[config.mk]
export PLATFORM = sky130hd
export DESIGN_NAME = crtc_timing
export DESIGN_NICKNAME = d
export VERILOG_FILES = /design/src/rtl/crtc_pkg.sv /design/src/rtl/crtc_sync_pulse.sv /design/src/rtl/crtc_timing.sv
export SDC_FILE = /design/constraint.sdc
export NUM_CORES = 1
export LEC_CHECK = 0
export ABC_AREA = 1
export ABC_CLOCK_PERIOD_IN_PS = 2800
export CORE_MARGIN = 10
export CORE_UTILIZATION = 49
export DETAILED_ROUTE_END_ITERATION = 8
export PLACE_DENSITY = 0.84
export SLEW_MARGIN = 20
export SYNTH_ARGS = -nofsm -noshare
export SYNTH_HDL_FRONTEND = slang
export SYNTH_HIERARCHICAL = 1
export SYNTH_SLANG_ARGS = --single-unit
[constraint.sdc]
create_clock -name clk16 -period 2.8 [get_ports clk16]
set_input_delay 0.28 -clock clk16 [delete_from_list [all_inputs] [get_ports clk16]]
set_output_delay 0.28 -clock clk16 [all_outputs]
set_load 0.02 [all_outputs]
[src/rtl/crtc_pkg.sv]
// Shared definitions for the CRTC timing stage: register indices, PET reset defaults,
// address widths and the vertical phase encoding.
package crtc_pkg;

    localparam int ADDR_W = 14;
    localparam int RA_W   = 5;

    localparam int R0  = 0;
    localparam int R1  = 1;
    localparam int R2  = 2;
    localparam int R3  = 3;
    localparam int R4  = 4;
    localparam int R5  = 5;
    localparam int R6  = 6;
    localparam int R7  = 7;
    localparam int R8  = 8;
    localparam int R9  = 9;
    localparam int R10 = 10;
    localparam int R11 = 11;
    localparam int R12 = 12;
    localparam int R13 = 13;
    localparam int R14 = 14;
    localparam int R15 = 15;
    localparam int R16 = 16;
    localparam int R17 = 17;

    localparam logic [7:0] DEF_R0  = 8'h31;
    localparam logic [7:0] DEF_R1  = 8'h28;
    localparam logic [7:0] DEF_R2  = 8'h29;
    localparam logic [7:0] DEF_R3  = 8'h0F;
    localparam logic [6:0] DEF_R4  = 7'h28;
    localparam logic [4:0] DEF_R5  = 5'h05;
    localparam logic [6:0] DEF_R6  = 7'h19;
    localparam logic [6:0] DEF_R7  = 7'h21;
    localparam logic [4:0] DEF_R9  = 5'h07;
    localparam logic [5:0] DEF_R12 = 6'h10;
    localparam logic [7:0] DEF_R13 = 8'h00;

    typedef enum logic {
        V_ROWS   = 1'b0,
        V_ADJUST = 1'b1
    } vphase_t;

endpackage

[src/rtl/crtc_sync_pulse.sv]
// Sync pulse generator: a start strobe opens a pulse lasting 'width' advance ticks (0 means 16).
// A start while the pulse is active is ignored.
module crtc_sync_pulse (
    input  logic       clk,
    input  logic       reset,
    input  logic       adv,
    input  logic       start,
    input  logic [3:0] width,
    output logic       active
);

    logic [3:0] left;

    // width-1 in 4 bits maps 0 onto 15 remaining ticks, i.e. a 16-tick pulse
    always_ff @(posedge clk or posedge reset) begin
        if (reset) begin
            active <= 1'b0;
            left   <= 4'd0;
        end else if (adv) begin
            if (!active) begin
                if (start) begin
                    active <= 1'b1;
                    left   <= width - 4'd1;
                end
            end else if (left == 4'd0) begin
                active <= 1'b0;
            end else begin
                left <= left - 4'd1;
            end
        end
    end

endmodule

[src/rtl/crtc_timing.sv]
// MC6845-style raster timing for the PET display: char prescaler, h/ra/row counters, MA/RA, DE, syncs.
// Optional hardware cursor output is built when CRTC_CURSOR_EN is defined.
module crtc_timing
    import crtc_pkg::*;
#(
    parameter int CLK_DIV = 16
) (
    input  logic              clk16,
    input  logic              reset,
    input  logic [7:0]        r0_h_total,
    input  logic [7:0]        r1_h_displayed,
    input  logic [7:0]        r2_hsync_pos,
    input  logic [7:0]        r3_sync_width,
    input  logic [6:0]        r4_v_total,
    input  logic [4:0]        r5_v_adjust,
    input  logic [6:0]        r6_v_displayed,
    input  logic [6:0]        r7_vsync_pos,
    input  logic [4:0]        r9_max_scan,
    input  logic [5:0]        r12_start_hi,
    input  logic [7:0]        r13_start_lo,
    output logic              cclk_en,
    output logic [ADDR_W-1:0] ma,
    output logic [RA_W-1:0]   ra,
    output logic              de,
    output logic              hsync,
    output logic              vsync
`ifdef CRTC_CURSOR_EN
    ,
    input  logic [6:0]        r10_cursor_start,
    input  logic [4:0]        r11_cursor_end,
    input  logic [5:0]        r14_cursor_hi,
    input  logic [7:0]        r15_cursor_lo,
    output logic              cursor
`endif
);

    // vphase   | meaning
    // V_ROWS   | scanning character rows 0..R4, ra counts 0..R9
    // V_ADJUST | R5 extra scanlines after the last row, display blanked

    localparam int PW = (CLK_DIV > 1) ? $clog2(CLK_DIV) : 1;

    logic [PW-1:0]     presc;
    logic [7:0]        h;
    logic [RA_W-1:0]   ra_cnt;
    logic [6:0]        row;
    vphase_t           vphase;
    logic [ADDR_W-1:0] ma_row;

    logic              in_adj;
    logic              frame_top;
    logic              h_wrap;
    logic              row_last;
    logic              adj_last;
    logic              frame_end;
    logic [ADDR_W-1:0] start_addr;
    logic [ADDR_W-1:0] ma_base;
    logic [ADDR_W-1:0] ma_next;
    logic              de_next;

    assign cclk_en    = (presc == PW'(CLK_DIV - 1));
    assign in_adj     = (vphase == V_ADJUST);
    assign frame_top  = (h == 8'd0) && (ra_cnt == '0) && (row == 7'd0) && !in_adj;
    assign start_addr = {r12_start_hi, r13_start_lo};
    // the start address is sampled only on the first char of a frame
    assign ma_base    = frame_top ? start_addr : ma_row;
    assign ma_next    = ma_base + {6'd0, h};
    assign de_next    = (h < r1_h_displayed) && (row < r6_v_displayed) && !in_adj;
    assign h_wrap     = (h >= r0_h_total);
    assign row_last   = (ra_cnt >= r9_max_scan);
    assign adj_last   = (({1'b0, ra_cnt} + 6'd1) >= {1'b0, r5_v_adjust});
    assign frame_end  = h_wrap && (in_adj ? adj_last
                                          : (row_last && (row >= r4_v_total) && (r5_v_adjust == 5'd0)));

    always_ff @(posedge clk16 or posedge reset) begin
        if (reset) begin
            presc <= '0;
        end else if (cclk_en) begin
            presc <= '0;
        end else begin
            presc <= presc + PW'(1);
        end
    end

    always_ff @(posedge clk16 or posedge reset) begin
        if (reset) begin
            h      <= 8'd0;
            ra_cnt <= '0;
            row    <= 7'd0;
            vphase <= V_ROWS;
            ma_row <= '0;
            ma     <= '0;
            ra     <= '0;
            de     <= 1'b0;
        end else if (cclk_en) begin
            ma <= ma_next;
            ra <= ra_cnt;
            de <= de_next;
            if (frame_top) begin
                ma_row <= start_addr;
            end
            if (!h_wrap) begin
                h <= h + 8'd1;
            end else begin
                h <= 8'd0;
                if (!in_adj && row_last) begin
                    ma_row <= ma_base + {6'd0, r1_h_displayed};
                end
                if (frame_end) begin
                    row    <= 7'd0;
                    ra_cnt <= '0;
                    vphase <= V_ROWS;
                end else if (in_adj) begin
                    ra_cnt <= ra_cnt + 5'd1;
                end else if (row_last) begin
                    ra_cnt <= '0;
                    if (row >= r4_v_total) begin
                        vphase <= V_ADJUST;
                    end else begin
                        row <= row + 7'd1;
                    end
                end else begin
                    ra_cnt <= ra_cnt + 5'd1;
                end
            end
        end
    end

    crtc_sync_pulse u_hsync (
        .clk    (clk16),
        .reset  (reset),
        .adv    (cclk_en),
        .start  (h == r2_hsync_pos),
        .width  (r3_sync_width[3:0]),
        .active (hsync)
    );

    // vsync ticks once per scanline, on the first char of the line
    crtc_sync_pulse u_vsync (
        .clk    (clk16),
        .reset  (reset),
        .adv    (cclk_en && (h == 8'd0)),
        .start  ((ra_cnt == '0) && (row == r7_vsync_pos) && !in_adj),
        .width  (r3_sync_width[7:4]),
        .active (vsync)
    );

`ifdef CRTC_CURSOR_EN
    logic [4:0] frame_cnt;
    logic       blink_on;

    always_comb begin
        blink_on = 1'b1;
        case (r10_cursor_start[6:5])
            2'b00:   blink_on = 1'b1;
            2'b01:   blink_on = 1'b0;
            2'b10:   blink_on = ~frame_cnt[3];
            default: blink_on = ~frame_cnt[4];
        endcase
    end

    always_ff @(posedge clk16 or posedge reset) begin
        if (reset) begin
            frame_cnt <= 5'd0;
            cursor    <= 1'b0;
        end else if (cclk_en) begin
            if (frame_end) begin
                frame_cnt <= frame_cnt + 5'd1;
            end
            cursor <= de_next && (ma_next == {r14_cursor_hi, r15_cursor_lo})
                      && (ra_cnt >= r10_cursor_start[4:0]) && (ra_cnt <= r11_cursor_end)
                      && blink_on;
        end
    end
`endif

endmodule

### After elaboration in Yosys (flattened, before gate mapping)

Index checks and enable logic that the tools add are counted.

* register bits: 69
* bits of input ports: 79
* output and inout bits: 23
* logic and storage cells: 92

* add/sub/neg operators: 11
* order comparisons: 6
* eq/ne operators: 7
* muxes and demuxes: 29
* reduce and logical (&&, ||, !) cells: 26

Operators with widths (count)
* $mux W14: 3
* $add A14 B8 Y14: 2
* $mux W4: 7
* $mux W7: 4
* $sub A4 B1 Y4 const B: 4
* $mux W5: 3
* $logic_and A1 B1 Y1: 12
* $mux W1: 11
* $logic_not A5 Y1: 2
* $add A8 B1 Y8 const B: 1
* $eq A8 B8 Y1: 1
* $ge A8 B8 Y1: 1
* $logic_not A4 Y1: 2
* $logic_not A8 Y1: 1
* $lt A8 B8 Y1: 1
* $mux W8: 1
* $add A7 B1 Y7 const B: 1
* $eq A7 B7 Y1: 1
* $ge A7 B7 Y1: 1
* $logic_not A7 Y1: 1
* $lt A7 B7 Y1: 1
* $add A5 B1 Y6 const B: 1
* $ge A6 B5 Y1: 1
* $ne A2 B2 Y1 const B: 3
* other kinds (10): 13

### Logic depth before layout (Yosys ltp)

* depth after elaboration: 8
* depth in mapped cells: 24
* depth with buffers taken out: 23

### By module

Netlist, hierarchy kept.

By module, submodules not included
* crtc_timing: times used 1, cells each 701, area an instance 5109.9 um^2, sequential area each 1476.4 um^2
* crtc_sync_pulse: times used 2, cells each 54, area an instance 391.6 um^2, sequential area each 125.1 um^2

### Worst setup path after synthesis

Ideal clock, no wire load.

* path kind: register to register
* from: register h[1]
* to: register ma_row[10]
* setup time: 117 ps
* arrival: 2902 ps
* required time: 2683 ps
* setup slack: -220 ps
* stages on the path, launching flop included: 21
* buffers on the path: 1
* clock period less this slack: 3020 ps
* cell sequence: dfrtp_1 -> inv_1 -> ha_1 -> nand2_2 -> nor2_8 -> nand3_4 -> buf_6 -> nand2_1 -> o21ai_1 -> inv_1 -> ha_1 -> inv_1 -> fa_1 -> o21ai_1 -> nand2_1 -> and2_1 -> nand3b_1 -> nor2_1 -> nand2_1 -> nand3_1 -> nand2_1

* word-level cells in the longest chain between the ends: 8
* elaborated cells between the ends (all ways): 9
* those cells by class: add/sub (1); order compare (1); mux (3); reduce/logical (4)

Ends and longest elaborated chain
* start: declaration: line crtc_timing.sv:44 `logic [7:0] h;`
* start signal: assignment: line crtc_timing.sv:103 `h <= h + 8'd1;`
* $logic_not A8 Y1: line crtc_timing.sv:63 `assign frame_top = (h == 8'd0) && (ra_cnt == '0) && (row == 7'd0) && !in_adj;`
* $logic_and A1 B1 Y1 (3 in a row): line crtc_timing.sv:63
* $mux W14: line crtc_timing.sv:66, crtc_timing.sv:99
* $add A14 B8 Y14: line crtc_timing.sv:107 `ma_row <= ma_base + {6'd0, r1_h_displayed};`
* $mux W14: line crtc_timing.sv:106 `if (!in_adj && row_last) begin`
* $mux W14 (*): line crtc_timing.sv:102 `if (!h_wrap) begin`
* end signal: assignment: line crtc_timing.sv:100 `ma_row <= start_addr;`
* end signal: assignment: line crtc_timing.sv:107
* end: declaration: line crtc_timing.sv:48 `logic [ADDR_W-1:0] ma_row;`

Mark *: on every way between the ends. The rest lies on a longest branch, timed or not.
A chain may end at the register's enable or synchronous reset.

### Worst setup path in the final report

* from: register ra_cnt[0]
* to: register ma[6]

* word-level cells in the longest chain between the ends: 6

Ends and longest elaborated chain
* start: declaration: line crtc_timing.sv:45 `logic [RA_W-1:0] ra_cnt;`
* start signal: assignment: line crtc_timing.sv:114 `ra_cnt <= ra_cnt + 5'd1;`
* start signal: assignment: line crtc_timing.sv:123 `ra_cnt <= ra_cnt + 5'd1;`
* $logic_not A5 Y1: line crtc_timing.sv:63
* $logic_and A1 B1 Y1 (3 in a row): line crtc_timing.sv:63
* $mux W14: line crtc_timing.sv:66 `assign ma_base = frame_top ? start_addr : ma_row;`
* $add A14 B8 Y14: line crtc_timing.sv:67 `assign ma_next = ma_base + {6'd0, h};`
* end signal: assignment: line crtc_timing.sv:96 `ma <= ma_next;`
* end: declaration: line crtc_timing.sv:22 `output logic [ADDR_W-1:0] ma,`

No other way between the ends.

==> metrics.cfg <==
[outcome]
status = finished with violations
violations = setup timing

[synthesis]
synth_compound_area_share_pct = 10.9
synth_area_leader_cell = dfrtp_1
ys.flop_type = dfrtp_1
synth_edf_count = 0
ys_seq_area_share_pct = 29.3
synthDistinctLibCells = 47
synth_nets = 955
yosys-mux-area-fraction_pct = 0
synthTopCellsByArea = dfrtp_1 (29%), ha_1 (14%), nand2_1 (13%)
yosys.area_share.adder_pct = 14.5
synthCells = 809
synthSimpleGateAreaFrac_pct = 31.4
yosys_warnings = 6
synth_common_cells = nand2_1 (201), inv_1 (114), dfrtp_1 (69)
synth_top_area_share_pct = 29.3
yosysMostFrequentCell = nand2_1
syn_avg_cell_area_um2 = 7.28
synth_top_family_by_area = simple AND/OR/NAND/NOR gates
synth-xor-area-share_pct = 4.16
synth_seq_cells = 69
netlist_area_um2 = 5890
async_flop_share_pct = 100

[global_route]
grt_pass1_wl_mm = 26.8
grtUsageTotal_pct = 19.6
overflow = 0
grt_max_degree = 47
grt_pass1_vias = 5723
antenna_found_initial = 2

[clocking]
cts.hold.buffers_added = 0
max-clock-path-buffers = 2
path_clk_slew_ps = 60
cts.sinks = 69
cts_tree = yes
htree_levels = 3
clk_latency_ps = 330
clockRootBuffer = clkbuf_16
cts_made_buffers = 9

[detailed_routing]
firstDrtPassIters = 5
initialDrtViolationCount = 311
vias_per_cell = 5.17
remaining_drc_errors = 0
routed_wl_mm = 16.4
postRouteAntennaNets = 0
vias = 5750
wl_per_cell_um = 14.8

[worst_setup_path]
crit_fanout = 6
start_kind = flop
worstPathArrival_ps = 3100
required_ps = 3020
critPathCaptureType = flop
crit_type = flop to flop

[die]
die_h_um = 130
fp-row-count = 39
fp.dieW_um = 130
core_region_area_um2 = 11600
io-pin-count = 102
die_area_um2 = 16800
start_util_pct = 50.7

[sta]
skew_ps = 8.78
max_slew_margin_pct = 59.7
final_hold_viol_count = 0
final-setup-viol-count = 7
fmax_mhz = 347
fin_crit_ps = 2880
worst_slack_ps = -80.6
fin_crit_sh_pct = 103
rsz0062_at_grt = true
hold_slack_ps = 293
worst_pin_slew_ps = 604
slew_viol_final = 0

[placement]
place.port_buffers = 101
post_dp_cell_area_um2 = 7380
dp_hpwl_mm = 12.3
place_congestion = 0.905

[power_and_ir_drop]
clkPwrFrac_pct = 26.6
pwr-share-seq_pct = 28.9
leakage_nw = 3.99
irDropWorstVdd_mv = 0.349
powerDensity_nw_per_um2 = 542
share_comb_of_total_power_pct = 44.5
p_switching_w = 0.00160
p_int_w = 0.00271
swShare_pct = 37.1

[layout]
nets = 1108
design_area_um2 = 7970
fillers = 950
area_growth_pct = 35.2
drive_gt1_share_pct = 18.5

[min_path]
hold_path.class = input pin to asynchronous set/reset pin

[flow_run]
cap_violations = 0

## worst max-delay path, cell delays in order (launching register included)
cell and delay, ps:
dfrtp_1 400, inv_2 90, ha_4 120, inv_2 30, nor2_4 80, nand2_2 70
inv_2 80, nand3_4 120, nand2_4 100, o21ai_4 60, inv_2 100, ha_4 150
inv_2 40, fa_2 390, inv_2 70, a21oi_2 70, o21ai_2 190, nand2_1 100
nand2_1 100, a21oi_2 60, and2_1 140, o21ai_1 130, nand2_1 60
## sequential cells by signal, summed over array words and instances (netlist names), 4 cells and up
register	count
row	7
h	8
ra_cnt	5
u_hsync/left	4
ma_row	14
u_vsync/left	4
presc	4
ra	5
ma	14
## power by group through the flow
stage          sequential (W)  clock [W]  combinational (W)
2_1_floorplan         0.00137          0           0.000977
3_3_place_gp          0.00125          0            0.00173
3_5_place_dp          0.00125          0            0.00177
4_1_cts               0.00124    0.00116            0.00185
5_1_grt               0.00126    0.00121            0.00214
6_report              0.00125    0.00115            0.00192
## metrics by stage
| stage | std cells | TNS, ps | total power (W) | setup WS [ps] | utilization (%) |
|---|---|---|---|---|---|
| after detailed placement | 1085 | -258 | 0.00302 | -60.6 | 63.5 |
| final | 1112 | -249 | 0.00432 | -80.6 | 68.6 |
| after CTS | 1104 | -103 | 0.00425 | -69.6 | 67.6 |
| after floorplan | 809 | -27.1 | 0.00234 | -16.1 | - |
| after global routing | 1112 | -2480 | 0.00461 | -269 | 68.6 |
| after global placement | 1085 | 0 | 0.00298 | 8.21 | 63.5 |
## layer usage
layer | global-route usage [%] | vias up | share of wire, % | wire [um]
met1 | 23.6 | 2601 | 43 | 7130
met5 | 0 | - | 0 | 0
met4 | 7.61 | 0 | 2.5 | 412
met2 | 33.7 | 167 | 48 | 7960
met3 | 3.71 | 36 | 5.5 | 908
li1 | - | 2946 | - | -
## layout make-up
class | count | area [um2] | area share, %
sequential | 69 | 1730 | 21.7
timing repair buffer | 155 | 1430 | 18.0
tap | 143 | 179 | 2.25
clock inverter | 7 | 75.1 | 0.942
inverter | 129 | 494 | 6.20
clock buffer | 9 | 225 | 2.83
multi-input combinational | 598 | 3830 | 48.1
antenna | 2 | 5.00 | 0.0628
## repair_timing
action,CTS,global route
gates cloned,0,0
endpoints found under the setup margin,15,16
pin swaps,13,19
hold endpoints to repair,0,0
buffers inserted,3,6
resized for setup,32,16
## cells by family after synthesis
group / count (synthesis)
compound gates: 117
xor+xnor: 28
fa+ha+maj: 67
buf+inv: 142
simple gates: 386
flops: 69
## worst paths after layout
path | from | to | slack (ps) | cells past startpoint
setup / recovery | ra_cnt[0] | ma[6] | -80 | 22
hold / removal | reset | u_hsync/active | 290 | 2
setup reg to reg | ra_cnt[0] | ma[6] | -80 | 22
hold reg to reg | ma[6] | ma[6] | 480 | 2
max in group asynchronous | reset | ra_cnt[2] | 1730 | 3
min in group clk16 | ma[6] | ma[6] | 480 | 2
## placed cells by master (no fill, tap or decap), types with 3 or more instances in the layout
cell,instances
inv_1,101
a21oi_1,31
nor3_1,4
clkinvlp_4,3
nand4_1,12
nor2_1,53
xor2_1,14
o21ai_2,9
nand3_1,58
clkbuf_16,9
ha_4,10
dfrtp_1,68
o22ai_1,3
nand2_4,10
inv_2,21
xnor2_1,14
nand3_4,3
nand3_2,3
inv_4,4
clkdlybuf4s50_1,101
nand2_1,198
nor2_2,7
clkinv_1,3
o211ai_1,6
a21oi_2,5
ha_1,55
nor3b_1,3
nand2_2,17
o21ai_0,29
o21ai_1,21
nor2_4,8
buf_4,52
Power figures use the tool's default switching activity.
